$ cat src/rtl/seg_scan_pkg.sv
// rtl/seg_scan_pkg.sv - shared state enum and segment pattern constants for seg_scan_ctrl
package seg_scan_pkg;

    typedef enum logic [1:0] {
        ST_IDLE  = 2'd0,
        ST_BLANK = 2'd1,
        ST_SHOW  = 2'd2
    } state_e;

    // Segment order is {a,b,c,d,e,f,g}, active-high
    localparam logic [6:0] SEG_BLANK = 7'b0000000;
    localparam logic [6:0] SEG_DASH  = 7'b0000001;

    localparam logic [6:0] SEG_TABLE [16] = '{
        7'b1111110, 7'b0110000, 7'b1101101, 7'b1111001,
        7'b0110011, 7'b1011011, 7'b1011111, 7'b1110000,
        7'b1111111, 7'b1110011, SEG_DASH,   SEG_DASH,
        SEG_DASH,   SEG_DASH,   SEG_DASH,   SEG_DASH
    };

endpackage

$ cat src/rtl/seg_decoder.sv
// rtl/seg_decoder.sv - combinational BCD to 7-segment decode, non-BCD codes show a dash
module seg_decoder
    import seg_scan_pkg::*;
(
    input  logic [3:0] bcd_i,
    output logic [6:0] seg_o
);

    assign seg_o = SEG_TABLE[bcd_i];

endmodule

$ cat src/rtl/seg_scan_ctrl.sv
// rtl/seg_scan_ctrl.sv - multiplexed 7-segment scanner with frame-synchronous display update
// Optional leading-zero blanking is enabled by defining SEG_SCAN_LZB_EN.
module seg_scan_ctrl
    import seg_scan_pkg::*;
#(
    parameter int NDIG      = 4,
    parameter int PRESCALE  = 1000,
    parameter int BLANK_CYC = 16
)(
    input  logic              clk,
    input  logic              rst_n,
    input  logic              ld_valid,
    output logic              ld_ready,
    input  logic [4*NDIG-1:0] ld_data,
    output logic [6:0]        seg,
    output logic [NDIG-1:0]   dig_en,
    output logic              frame_sync
);

    localparam int CNT_W = $clog2(PRESCALE);
    localparam int IDX_W = $clog2(NDIG);

    localparam logic [CNT_W-1:0] CNT_LAST   = CNT_W'(PRESCALE - 1);
    localparam logic [CNT_W-1:0] BLANK_LAST = CNT_W'(BLANK_CYC - 1);
    localparam logic [IDX_W-1:0] IDX_LAST   = IDX_W'(NDIG - 1);

    state_e              state_q, state_d;
    logic [CNT_W-1:0]    cnt_q, cnt_d;
    logic [IDX_W-1:0]    idx_q, idx_d;
    logic [4*NDIG-1:0]   pend_q, pend_d;
    logic                pend_full_q, pend_full_d;
    logic [4*NDIG-1:0]   disp_q, disp_d;
    logic [6:0]          seg_q, seg_d;
    logic [NDIG-1:0]     dig_en_q, dig_en_d;

    logic                accept;
    logic                frame_end;
    logic                commit;
    logic [3:0]          cur_digit;
    logic [6:0]          dec_seg;
    logic                lz_blank;

    assign ld_ready   = ~pend_full_q;
    assign accept     = ld_valid && !pend_full_q;
    assign frame_end  = (state_q == ST_SHOW) && (cnt_q == CNT_LAST) && (idx_q == IDX_LAST);
    assign frame_sync = frame_end;
    // Display only changes between frames, or immediately when nothing is shown yet
    assign commit     = pend_full_q && ((state_q == ST_IDLE) || frame_end);

    assign seg    = seg_q;
    assign dig_en = dig_en_q;

    always_comb begin
        cur_digit = 4'd0;
        for (int j = 0; j < NDIG; j++) begin
            if (idx_q == IDX_W'(j)) begin
                cur_digit = disp_q[4*j +: 4];
            end
        end
    end

`ifdef SEG_SCAN_LZB_EN
    // A digit is a leading zero when it and every digit above it are zero
    always_comb begin
        lz_blank = (idx_q != '0);
        for (int j = 0; j < NDIG; j++) begin
            if ((IDX_W'(j) >= idx_q) && (disp_q[4*j +: 4] != 4'd0)) begin
                lz_blank = 1'b0;
            end
        end
    end
`else
    assign lz_blank = 1'b0;
`endif

    seg_decoder u_dec (
        .bcd_i (cur_digit),
        .seg_o (dec_seg)
    );

    always_comb begin
        state_d = state_q;
        cnt_d   = cnt_q;
        idx_d   = idx_q;
        case (state_q)
            ST_IDLE: begin
                if (commit) begin
                    state_d = ST_BLANK;
                    cnt_d   = '0;
                    idx_d   = '0;
                end
            end
            ST_BLANK: begin
                cnt_d = cnt_q + 1'b1;
                if (cnt_q == BLANK_LAST) begin
                    state_d = ST_SHOW;
                end
            end
            ST_SHOW: begin
                if (cnt_q == CNT_LAST) begin
                    cnt_d   = '0;
                    idx_d   = (idx_q == IDX_LAST) ? '0 : idx_q + 1'b1;
                    state_d = ST_BLANK;
                end else begin
                    cnt_d = cnt_q + 1'b1;
                end
            end
            default: begin
                state_d = ST_IDLE;
                cnt_d   = '0;
                idx_d   = '0;
            end
        endcase
    end

    // accept and commit are mutually exclusive: commit needs pend_full, accept needs it clear
    always_comb begin
        pend_d      = pend_q;
        pend_full_d = pend_full_q;
        disp_d      = disp_q;
        if (commit) begin
            disp_d      = pend_q;
            pend_full_d = 1'b0;
        end
        if (accept) begin
            pend_d      = ld_data;
            pend_full_d = 1'b1;
        end
    end

    always_comb begin
        seg_d    = SEG_BLANK;
        dig_en_d = '0;
        if (state_q == ST_SHOW) begin
            seg_d = lz_blank ? SEG_BLANK : dec_seg;
            for (int j = 0; j < NDIG; j++) begin
                dig_en_d[j] = (idx_q == IDX_W'(j));
            end
        end
    end

    always_ff @(posedge clk or negedge rst_n) begin
        if (!rst_n) begin
            state_q     <= ST_IDLE;
            cnt_q       <= '0;
            idx_q       <= '0;
            pend_q      <= '0;
            pend_full_q <= 1'b0;
            disp_q      <= '0;
            seg_q       <= SEG_BLANK;
            dig_en_q    <= '0;
        end else begin
            state_q     <= state_d;
            cnt_q       <= cnt_d;
            idx_q       <= idx_d;
            pend_q      <= pend_d;
            pend_full_q <= pend_full_d;
            disp_q      <= disp_d;
            seg_q       <= seg_d;
            dig_en_q    <= dig_en_d;
        end
    end

endmodule
$ cat config.mk
export PLATFORM = sky130hd
export DESIGN_NAME = seg_scan_ctrl
export DESIGN_NICKNAME = d
export VERILOG_FILES = /design/src/rtl/seg_scan_pkg.sv /design/src/rtl/seg_decoder.sv /design/src/rtl/seg_scan_ctrl.sv
export SDC_FILE = /design/constraint.sdc
export NUM_CORES = 1
export LEC_CHECK = 0
export CORE_MARGIN = 4
export CORE_UTILIZATION = 32
export DETAILED_ROUTE_END_ITERATION = 8
export SYNTH_ARGS = -nofsm -noshare
export SYNTH_HDL_FRONTEND = slang
export SYNTH_SLANG_ARGS = --single-unit
$ cat constraint.sdc
create_clock -name clk -period 2.7 [get_ports clk]
set_input_delay 0.54 -clock clk [delete_from_list [all_inputs] [get_ports clk]]
set_output_delay 0.54 -clock clk [all_outputs]
set_load 0.01 [all_outputs]
* Yosys cells after proc, flatten, opt, wreduce, memory -nomap -nowiden
Memory sizes are Yosys's and may differ from the RTL's.
Cells that the tools add are included.
W data, S select, Z words.
** Operators by class
- $lt $le $gt $ge :: 1
- Bitwise logic cells :: 3
- Eq/ne operators :: 10
- Reductions and logical operators :: 11
- $add $sub $neg :: 2
- Mux-type cells :: 21
** Operator list (count)
- $pmux W10 S3 :: 1
- $mux W7 :: 3
- $mux W10 :: 2
- $mux W4 :: 5
- $mux W2 :: 6
- $pmux W2 S3 :: 2
- $add A10 B1 Y10 const B :: 1
- $eq A10 B10 Y1 const B :: 1
- $eq A10 B4 Y1 const B :: 1
- $eq A2 B2 Y1 const B :: 3
- $reduce_and A3 Y1 :: 2
- $ge A5 B5 Y1 const B :: 1
- $not A4 Y5 :: 1
- $eq A2 B1 Y1 const B :: 2
- $logic_and A1 B1 Y1 :: 4
- $logic_not A2 Y1 :: 2
- $ne A2 B2 Y1 const B :: 2
- $add A2 B1 Y2 const B :: 1
- $mux W1 :: 2
- $ne A2 B1 Y1 const B :: 1
- $not A1 Y1 :: 2
- $reduce_bool A2 Y1 :: 1
- $logic_not A1 Y1 :: 1
- $logic_or A1 B1 Y1 :: 1
** Word-level totals
- Memory bits (read-only) :: 112
- Output and inout bits :: 13
- Input port bits :: 19
- Register bits after elaboration :: 58
- Memories :: 1
** Memory list
- (no name shown) :: words 16, bits a word 7, read ports 1, clocked after Yosys merged registers in 0, write ports 0, line seg_decoder.sv:9 : assign seg_o = SEG_TABLE[bcd_i];

* Longest topological paths before layout
Gate-level depths: netlist (run 1).
- Depth in word-level cells :: 10
- Mapped depth :: 10
- Gate-level depth less buffers :: 10

* Cells and area by module
Synthesis (run 1) repeated with hierarchy kept, for this count alone.
** Second synthesis, totals
- Cell total of the unflattened synthesis :: 245
- Area total of the unflattened synthesis :: 2830.2 µm²
** By module, submodules not included
- seg_scan_ctrl :: instances 1, cells an instance 213, area an instance 2600.0 µm²
- seg_decoder :: instances 1, cells an instance 32, area an instance 230.2 µm²

* Worst setup path before layout (run 1)
Ideal clock, no wire load.
- Kind :: flip-flop to flip-flop
- Start point :: register idx_q[0]
- End point :: register seg_q[3], in the netlist seg[3]
- Arrival :: 1.940 ns
- Slack :: 0.683 ns
- Path buffers :: 0
- Stages on the path, launching flop included :: 9
- Data required time :: 2.623 ns
- Period minus slack after synthesis :: 2.017 ns
- Setup time :: 0.077 ns
- Path through :: dfrtp_1 inv_1 ha_1 nor2b_1 a22oi_1 a211o_1 ha_1 mux2_2 o21ai_1
** On the way
- Longest elaborated chain between the ends :: 10
** Ends and longest elaborated chain
- from (decl) :: line seg_scan_ctrl.sv:29 : logic [IDX_W-1:0] idx_q, idx_d;
- from (signal assigned) :: line seg_scan_ctrl.sv:155 : idx_q <= idx_d;
- $logic_not A2 Y1 :: line seg_scan_ctrl.sv:56 : if (idx_q == IDX_W'(j)) begin
- $mux W4 (3 in a row) :: line seg_scan_ctrl.sv:56
- $mux W4 * :: line seg_scan_ctrl.sv:56
- $not A4 Y5 (not written as such) * :: line seg_decoder.sv:9
- $mem_v2 Z16 W7 *
- $mux W7 (not written as such) * (2 in a row) :: line seg_decoder.sv:9
- $mux W7 * :: line seg_scan_ctrl.sv:134 : if (state_q == ST_SHOW) begin
- net seg_d[3] :: line seg_scan_ctrl.sv:33 : logic [6:0] seg_q, seg_d;
- to (signal assigned) :: line seg_scan_ctrl.sv:159 : seg_q <= seg_d;
- to (decl) :: line seg_scan_ctrl.sv:33
The timed path passes the listed nets; every way through them passes the cells marked *. The select of a mux whose other input is x is not followed.
A chain may end at the register's enable or synchronous reset.

* Worst setup path in the final report (run 1)
- Start point :: register idx_q[0]
- End point :: register seg_q[6], in the netlist seg[6]
The elaborated chain is that of the path after synthesis.

==> flow_summary.ini, run 1 <==
[cts]
cts_num_sinks = 58
clk_latency_ns = 0.33
clockRootBuffer = clkbuf_8
clkTransAtPathRegs_ns = 0.07
cts_tree = yes
htreeDepth = 3
clockBufferDepth = 2
numCtsBuffers = 9

[yosys]
syn_area_per_cell_um2 = 12.39
synthTopCellsByArea = dfrtp_1 51%, mux2_2 9.5%, ha_1 6.1%
synthFlopType = dfrtp_1
synthCells = 230
synthTopCellsByCount = 58 x dfrtp_1, 24 x mux2_2, 15 x inv_1, 14 x ha_1, 13 x nor2_1
yosysMostFrequentCell = dfrtp_1
synthArstFlopShare = 1.000
syn_area_um2 = 2849
synth-seq-area-share = 0.5094
yosysWarnings = 0
netlist.area_leader.share = 0.5094
synth_fp_nets = 263
yosysTopAreaCell = dfrtp_1
yosysUniqueCellTypes = 49
synth_edf_count = 0
synth-seq-cells = 58

[place]
place_ws_ns = 0.3821
dp_cells = 368
hpwlAfterDp_um = 3729
portBuffers = 31
placed_cell_area_um2 = 3289
gp_congestion = 0.7410

[critical_path]
critPathMaxStageDelay_ns = 0.42
path_cells = inv_1 -> ha_1 -> nor2b_1 -> a22oi_1 -> a21oi_1 -> inv_1 -> ha_1 -> mux2_2 -> o22ai_1
cp_max_fo = 6
endpoint_kind = flop
cpMaxStageDelayCell = a21oi_1
crit_buf_inv = 2
arrival_ns = 2.56
worstSetupStartpointType = flop
critical_path_required_ns = 2.95
cp_top_family = compound AO/OA/AOI/OAI gates
path_class = flop to flop

[power]
ir_drop_mv = 0.3222
power_density_nw_per_um2 = 933.0
p_leak_nw = 1.612

[floorplan]
core_region_area_um2 = 8678
dieArea_um2 = 10480
start_util = 0.3283
row_count = 34
die_x_um = 102.4
die_y_um = 102.4
ios = 32

[min_path]
hp-class = input port to asynchronous set/reset pin

[detailed_routing]
via_count = 1781
drt_first_pass_iters = 4
drtAntennaViolNets = 0
drtIter0Drc = 41
post-route-drc-count = 0
vias_per_cell = 4.626
wl_per_cell_um = 13.01
postRouteWirelength_um = 5010

[grt]
grt_overflow = 0
first_global_vias = 1791
grt_max_degree = 25
grt_pass1_wl_um = 8514
grt_use_total = 0.1055
antenna_found_initial = 0

[timing]
period_minus_slack_ns = 2.310
period_share = 0.8557
final.setup.tns_ns = 0
max_freq_ghz = 0.4328
rsz0062_at_grt = no
finClkSkew_ns = 0.005712
slew_headroom = 0.5771
hold_viol = 0
setup_slack_ns = 0.3897
finalSetupViolCount = 0
fin_hold_ws_ns = 0.08117
tightest_slew_ns = 0.6319
finalMaxSlewViolations = 0

[finish]
diodes = 0
finalInstanceArea_um2 = 3522
drive_gt1_frac = 0.2491
fin_nets = 305
fillers = 879
finalNonFillerCells = 385
syn_to_final_growth_pct = 23.63

[job]
drv_cap = 0

[status]
outcome = complete, no violations
[registers in the layout (all words and copies together), names as in the netlist]
name / count
state_q: 2
pend_full_q: 1
dig_en: 4
idx_q: 2
cnt_q: 10
seg: 7
pend_q: 16
disp_q: 16
[per-layer routing]
layer	vias to the layer above	global-route usage	part of all wire
met4	0	0.06357	0.022
met3	10	0.02389	0.048
met1	857	0.1355	0.47
met5	-	0	0
met2	32	0.1619	0.46
li1	882	-	-
[layout by cell type (no fill, tap or decap), types with 2 or more instances in the layout]
cell | synthesis | final
a21oi_1 | 5 | 5
nor3_1 | 6 | 6
nand2b_1 | 2 | 2
o21ai_0 | 7 | 7
inv_1 | 15 | 15
nand3_1 | 5 | 5
o21ai_4 | 2 | 2
nor3b_1 | 2 | 2
dfrtp_1 | 58 | 58
mux2i_1 | 4 | 4
clkbuf_8 | 0 | 10
o21ai_1 | 2 | 2
nand3b_1 | 2 | 2
o22ai_1 | 2 | 2
xnor2_1 | 4 | 4
bufinv_16 | 0 | 2
mux2_2 | 24 | 24
and2_1 | 4 | 4
clkinvlp_4 | 0 | 2
buf_4 | 0 | 7
nor2_1 | 13 | 13
mux2_4 | 10 | 10
nand2_1 | 10 | 10
a22oi_1 | 3 | 3
clkbuf_1 | 2 | 2
clkdlybuf4s50_1 | 0 | 29
nor2b_1 | 4 | 4
xor2_1 | 2 | 2
ha_1 | 14 | 13
[metrics by stage]
step / util / power [mW]
after detailed placement: 0.3790 / 2.427
after global placement: 0.3790 / 2.393
after global routing: 0.4059 / 3.505
after CTS: 0.4044 / 3.333
after floorplan: - / 2.185
final: 0.4059 / 3.286
[repair_timing]
item / 4_1_cts / 5_1_grt
buffers inserted: 0 / 1
resized for setup: 0 / 2
hold buffers: 0 / 0
setup endpoints to repair: 0 / 1
[kinds of logic after synthesis]
logic type | share of synthesized area
AOI/OAI and AO/OA | 0.08257
xor gates and xnor gates | 0.01845
adders and majority gates | 0.06149
buffers and inverters | 0.03557
DFF | 0.5094
muxes | 0.1616
and+or+nand+nor | 0.1309
[power by group]
| group | switching (mW) | internal, mW |
|---|---|---|
| Combinational | 0.479 | 0.610 |
| Clock | 0.339 | 0.545 |
| Sequential | 0.167 | 1.15 |
[worst paths after layout]
check | from | endpoint | slack (ns) | cells after the start
setup / recovery | idx_q[0] | seg[6] | 0.39 | 9
hold / removal | rst_n | pend_q[0] | 0.08 | 1
setup reg to reg | idx_q[0] | seg[6] | 0.39 | 9
hold reg to reg | pend_q[9] | disp_q[9] | 0.50 | 1
max in group asynchronous | rst_n | seg[1] | 2.03 | 2
min in group clk | pend_q[9] | disp_q[9] | 0.50 | 1
[final cells by class]
| class | instances | area, um2 | share of cell area |
|---|---|---|---|
| Sequential cell | 58 | 1451 | 0.4121 |
| Multi-Input combinational cell | 150 | 1299 | 0.3687 |
| Timing Repair Buffer | 38 | 360.3 | 0.1023 |
| Clock buffer | 12 | 145.1 | 0.04121 |
| Tap cell | 108 | 135.1 | 0.03837 |
| Clock inverter | 4 | 75.07 | 0.02131 |
| Inverter | 15 | 56.30 | 0.01599 |
(Power assumes the default switching activity.)
==> run 2: changes to the inputs <==
Settings changed: ABC_AREA from default to 1.
==> flow_summary.ini, run 2 <==
[floorplan]
ios = 32
die_x_um = 104.4
dieArea_um2 = 10900
start_util = 0.3346
die_y_um = 104.4
core_region_area_um2 = 8891
row_count = 34

[cts]
cts_num_sinks = 58
numCtsBuffers = 9
cts_setup_buffers = 0
cts_tree = yes
clk_latency_ns = 0.35
ctsHoldBuffers = 0
cts.repair.resized = 0
htreeDepth = 3
clockRootBuffer = clkbuf_8
clkTransAtPathRegs_ns = 0.08
clockBufferDepth = 2

[yosys]
yosysTopAreaCell = dfrtp_1
synth_edf_count = 0
synthTopCellsByCount = 101 x nand2_1, 58 x dfrtp_1, 36 x nor2_1, 35 x inv_1, 34 x nand3_1
yosysWarnings = 0
synth_fp_nets = 378
synthAdderAreaFrac = 0.05887
synth_compound_area_frac = 0.04037
netlist.area_leader.share = 0.4878
synthArstFlopShare = 1.000
synthFlopType = dfrtp_1
synthSimpleGateAreaFrac = 0.2721
syn_area_per_cell_um2 = 8.624
yosysUniqueCellTypes = 28
synth-seq-cells = 58
synth-seq-area-share = 0.4878
synth-xor-area-share = 0.008831
syn_area_um2 = 2975
synth_top_family_by_area = simple AND/OR/NAND/NOR gates
synthMuxAreaShare = 0.06056
synthCells = 345
synthTopCellsByArea = dfrtp_1 49%, nand2_1 13%, mux2_2 6.1%
yosysMostFrequentCell = nand2_1

[timing]
period_minus_slack_ns = 2.484
rsz0062_at_grt = no
fin_hold_ws_ns = 0.2464
tightest_slew_ns = 0.7093
final.setup.tns_ns = 0
slew_headroom = 0.5271
finalSetupViolCount = 0
max_freq_ghz = 0.4025
period_share = 0.9201
finClkSkew_ns = 0.009539
finalMaxSlewViolations = 0
hold_viol = 0

[power]
ir_drop_mv = 0.3355
p_leak_nw = 1.754
power_density_nw_per_um2 = 547.0

[critical_path]
cpMaxStageDelayCell = clkdlybuf4s50_1
path_class = flop to output pin
worstSetupStartpointType = flop
critPathMaxStageDelay_ns = 0.54
critical_path_required_ns = 2.16
endpoint_kind = output pin
cp_max_fo = 8
arrival_ns = 1.94
path_cells = ha_1 -> nand2_1 -> nor2_1 -> clkdlybuf4s50_1

[detailed_routing]
drt_first_pass_iters = 4
vias_per_cell = 4.563
post-route-drc-count = 0
drtAntennaViolNets = 0
wl_per_cell_um = 11.53
via_count = 2263
postRouteWirelength_um = 5717
drtIter0Drc = 77

[min_path]
hp-class = input port to asynchronous set/reset pin

[finish]
layout_commonest_cell = nand2_1
fin_nets = 416
syn_to_final_growth_pct = 20.14
top_regs = disp_q x16, pend_q x16, cnt_q x10
final_cell_mix = 101 x nand2_1, 58 x dfrtp_1, 36 x nor2_1
drive_gt1_frac = 0.1289
diodes = 0
fillers = 900

[place]
gp_congestion = 0.8261
hpwlAfterDp_um = 4299
portBuffers = 31

[grt]
grt_pass1_wl_um = 10210
grt_overflow = 0
first_global_vias = 2243
grt_max_degree = 34
antenna_found_initial = 0
grt_use_total = 0.1155

[job]
drv_cap = 0

[status]
outcome = complete, no violations
==> run 2: cell types whose count changed in the layout (fill, tap and decap cells not counted), moves of 4 or more <==
| cell | previous run | this run |
|---|---|---|
| nand2_1 | 10 | 101 |
| nand3_1 | 5 | 34 |
| nor2_1 | 13 | 36 |
| inv_1 | 15 | 35 |
| mux2_4 | 10 | 0 |
| mux2_2 | 24 | 16 |
| a21oi_1 | 5 | 12 |
| nor3_1 | 6 | 1 |
| and2_1 | 4 | 0 |
| mux2i_1 | 4 | 0 |
| nor2b_1 | 4 | 0 |
| xnor2_1 | 4 | 0 |
==> run 2: layer usage <==
| metal | routed length [um] | vias to the layer above | global-route usage |
|---|---|---|---|
| li1 | - | 1167 | - |
| met1 | 2860 | 1038 | 0.1551 |
| met2 | 2458 | 48 | 0.1711 |
| met3 | 268 | 10 | 0.03290 |
| met4 | 129 | 0 | 0.05413 |
| met5 | 0 | - | 0 |
==> run 2: area by class of cell <==
type	count	area, um2	share of cell area
clock inverters	7	78.83	0.02205
multi-input cells	242	1311	0.3668
inverters	37	138.9	0.03885
well taps	108	135.1	0.03780
repair buffers	35	335.3	0.09380
flip-flops and latches	58	1451	0.4060
clock buffers	9	123.9	0.03465
==> run 2: report_power, final <==
part           internal (mW)  total [mW]  switching, mW
Sequential             0.958        1.01         0.0506
Clock                  0.431       0.804          0.373
Combinational         0.0932       0.143         0.0495
Total                   1.48        1.96          0.473
==> run 2: cell families after synthesis <==
| group | after synthesis |
|---|---|
| AO/OA/AOI/OAI | 21 |
| XOR/XNOR | 3 |
| adder cells (fa/ha/maj) | 14 |
| buffers and inverters | 45 |
| flip-flops | 58 |
| multiplexers | 16 |
| AND/OR/NAND/NOR | 188 |
==> run 2: critical path: cells and delay by family, from the launching register on <==
kind,cells,cell delay [ns]
buffers and inverters,1,0.54
DFF,1,0.40
adders and majority gates,1,0.33
and+or+nand+nor,2,0.33
==> run 2: final timing paths <==
path | start | to | slack, ns | cells past startpoint
worst max-delay path | idx_q[0] | frame_sync | 0.22 | 4
worst min-delay path | rst_n | disp_q[11] | 0.25 | 1
worst max register to register | idx_q[0] | seg[3] | 0.58 | 11
worst min register to register | disp_q[14] | disp_q[14] | 0.49 | 2
max in group asynchronous | rst_n | seg[2] | 1.78 | 2
min in group clk | disp_q[14] | disp_q[14] | 0.49 | 2
==> run 2: metrics by stage <==
stage	instances	utilization	power, mW	instance area [um2]	worst slack, ns
after floorplan	345	-	1.102	2975	0.8289
after global placement	480	0.3793	1.162	3372	0.6072
after detailed placement	480	0.3793	1.172	3372	0.5699
after CTS	496	0.4021	1.987	3575	0.1845
after global routing	496	0.4021	2.045	3575	0.1028
final	496	0.4021	1.956	3575	0.2158
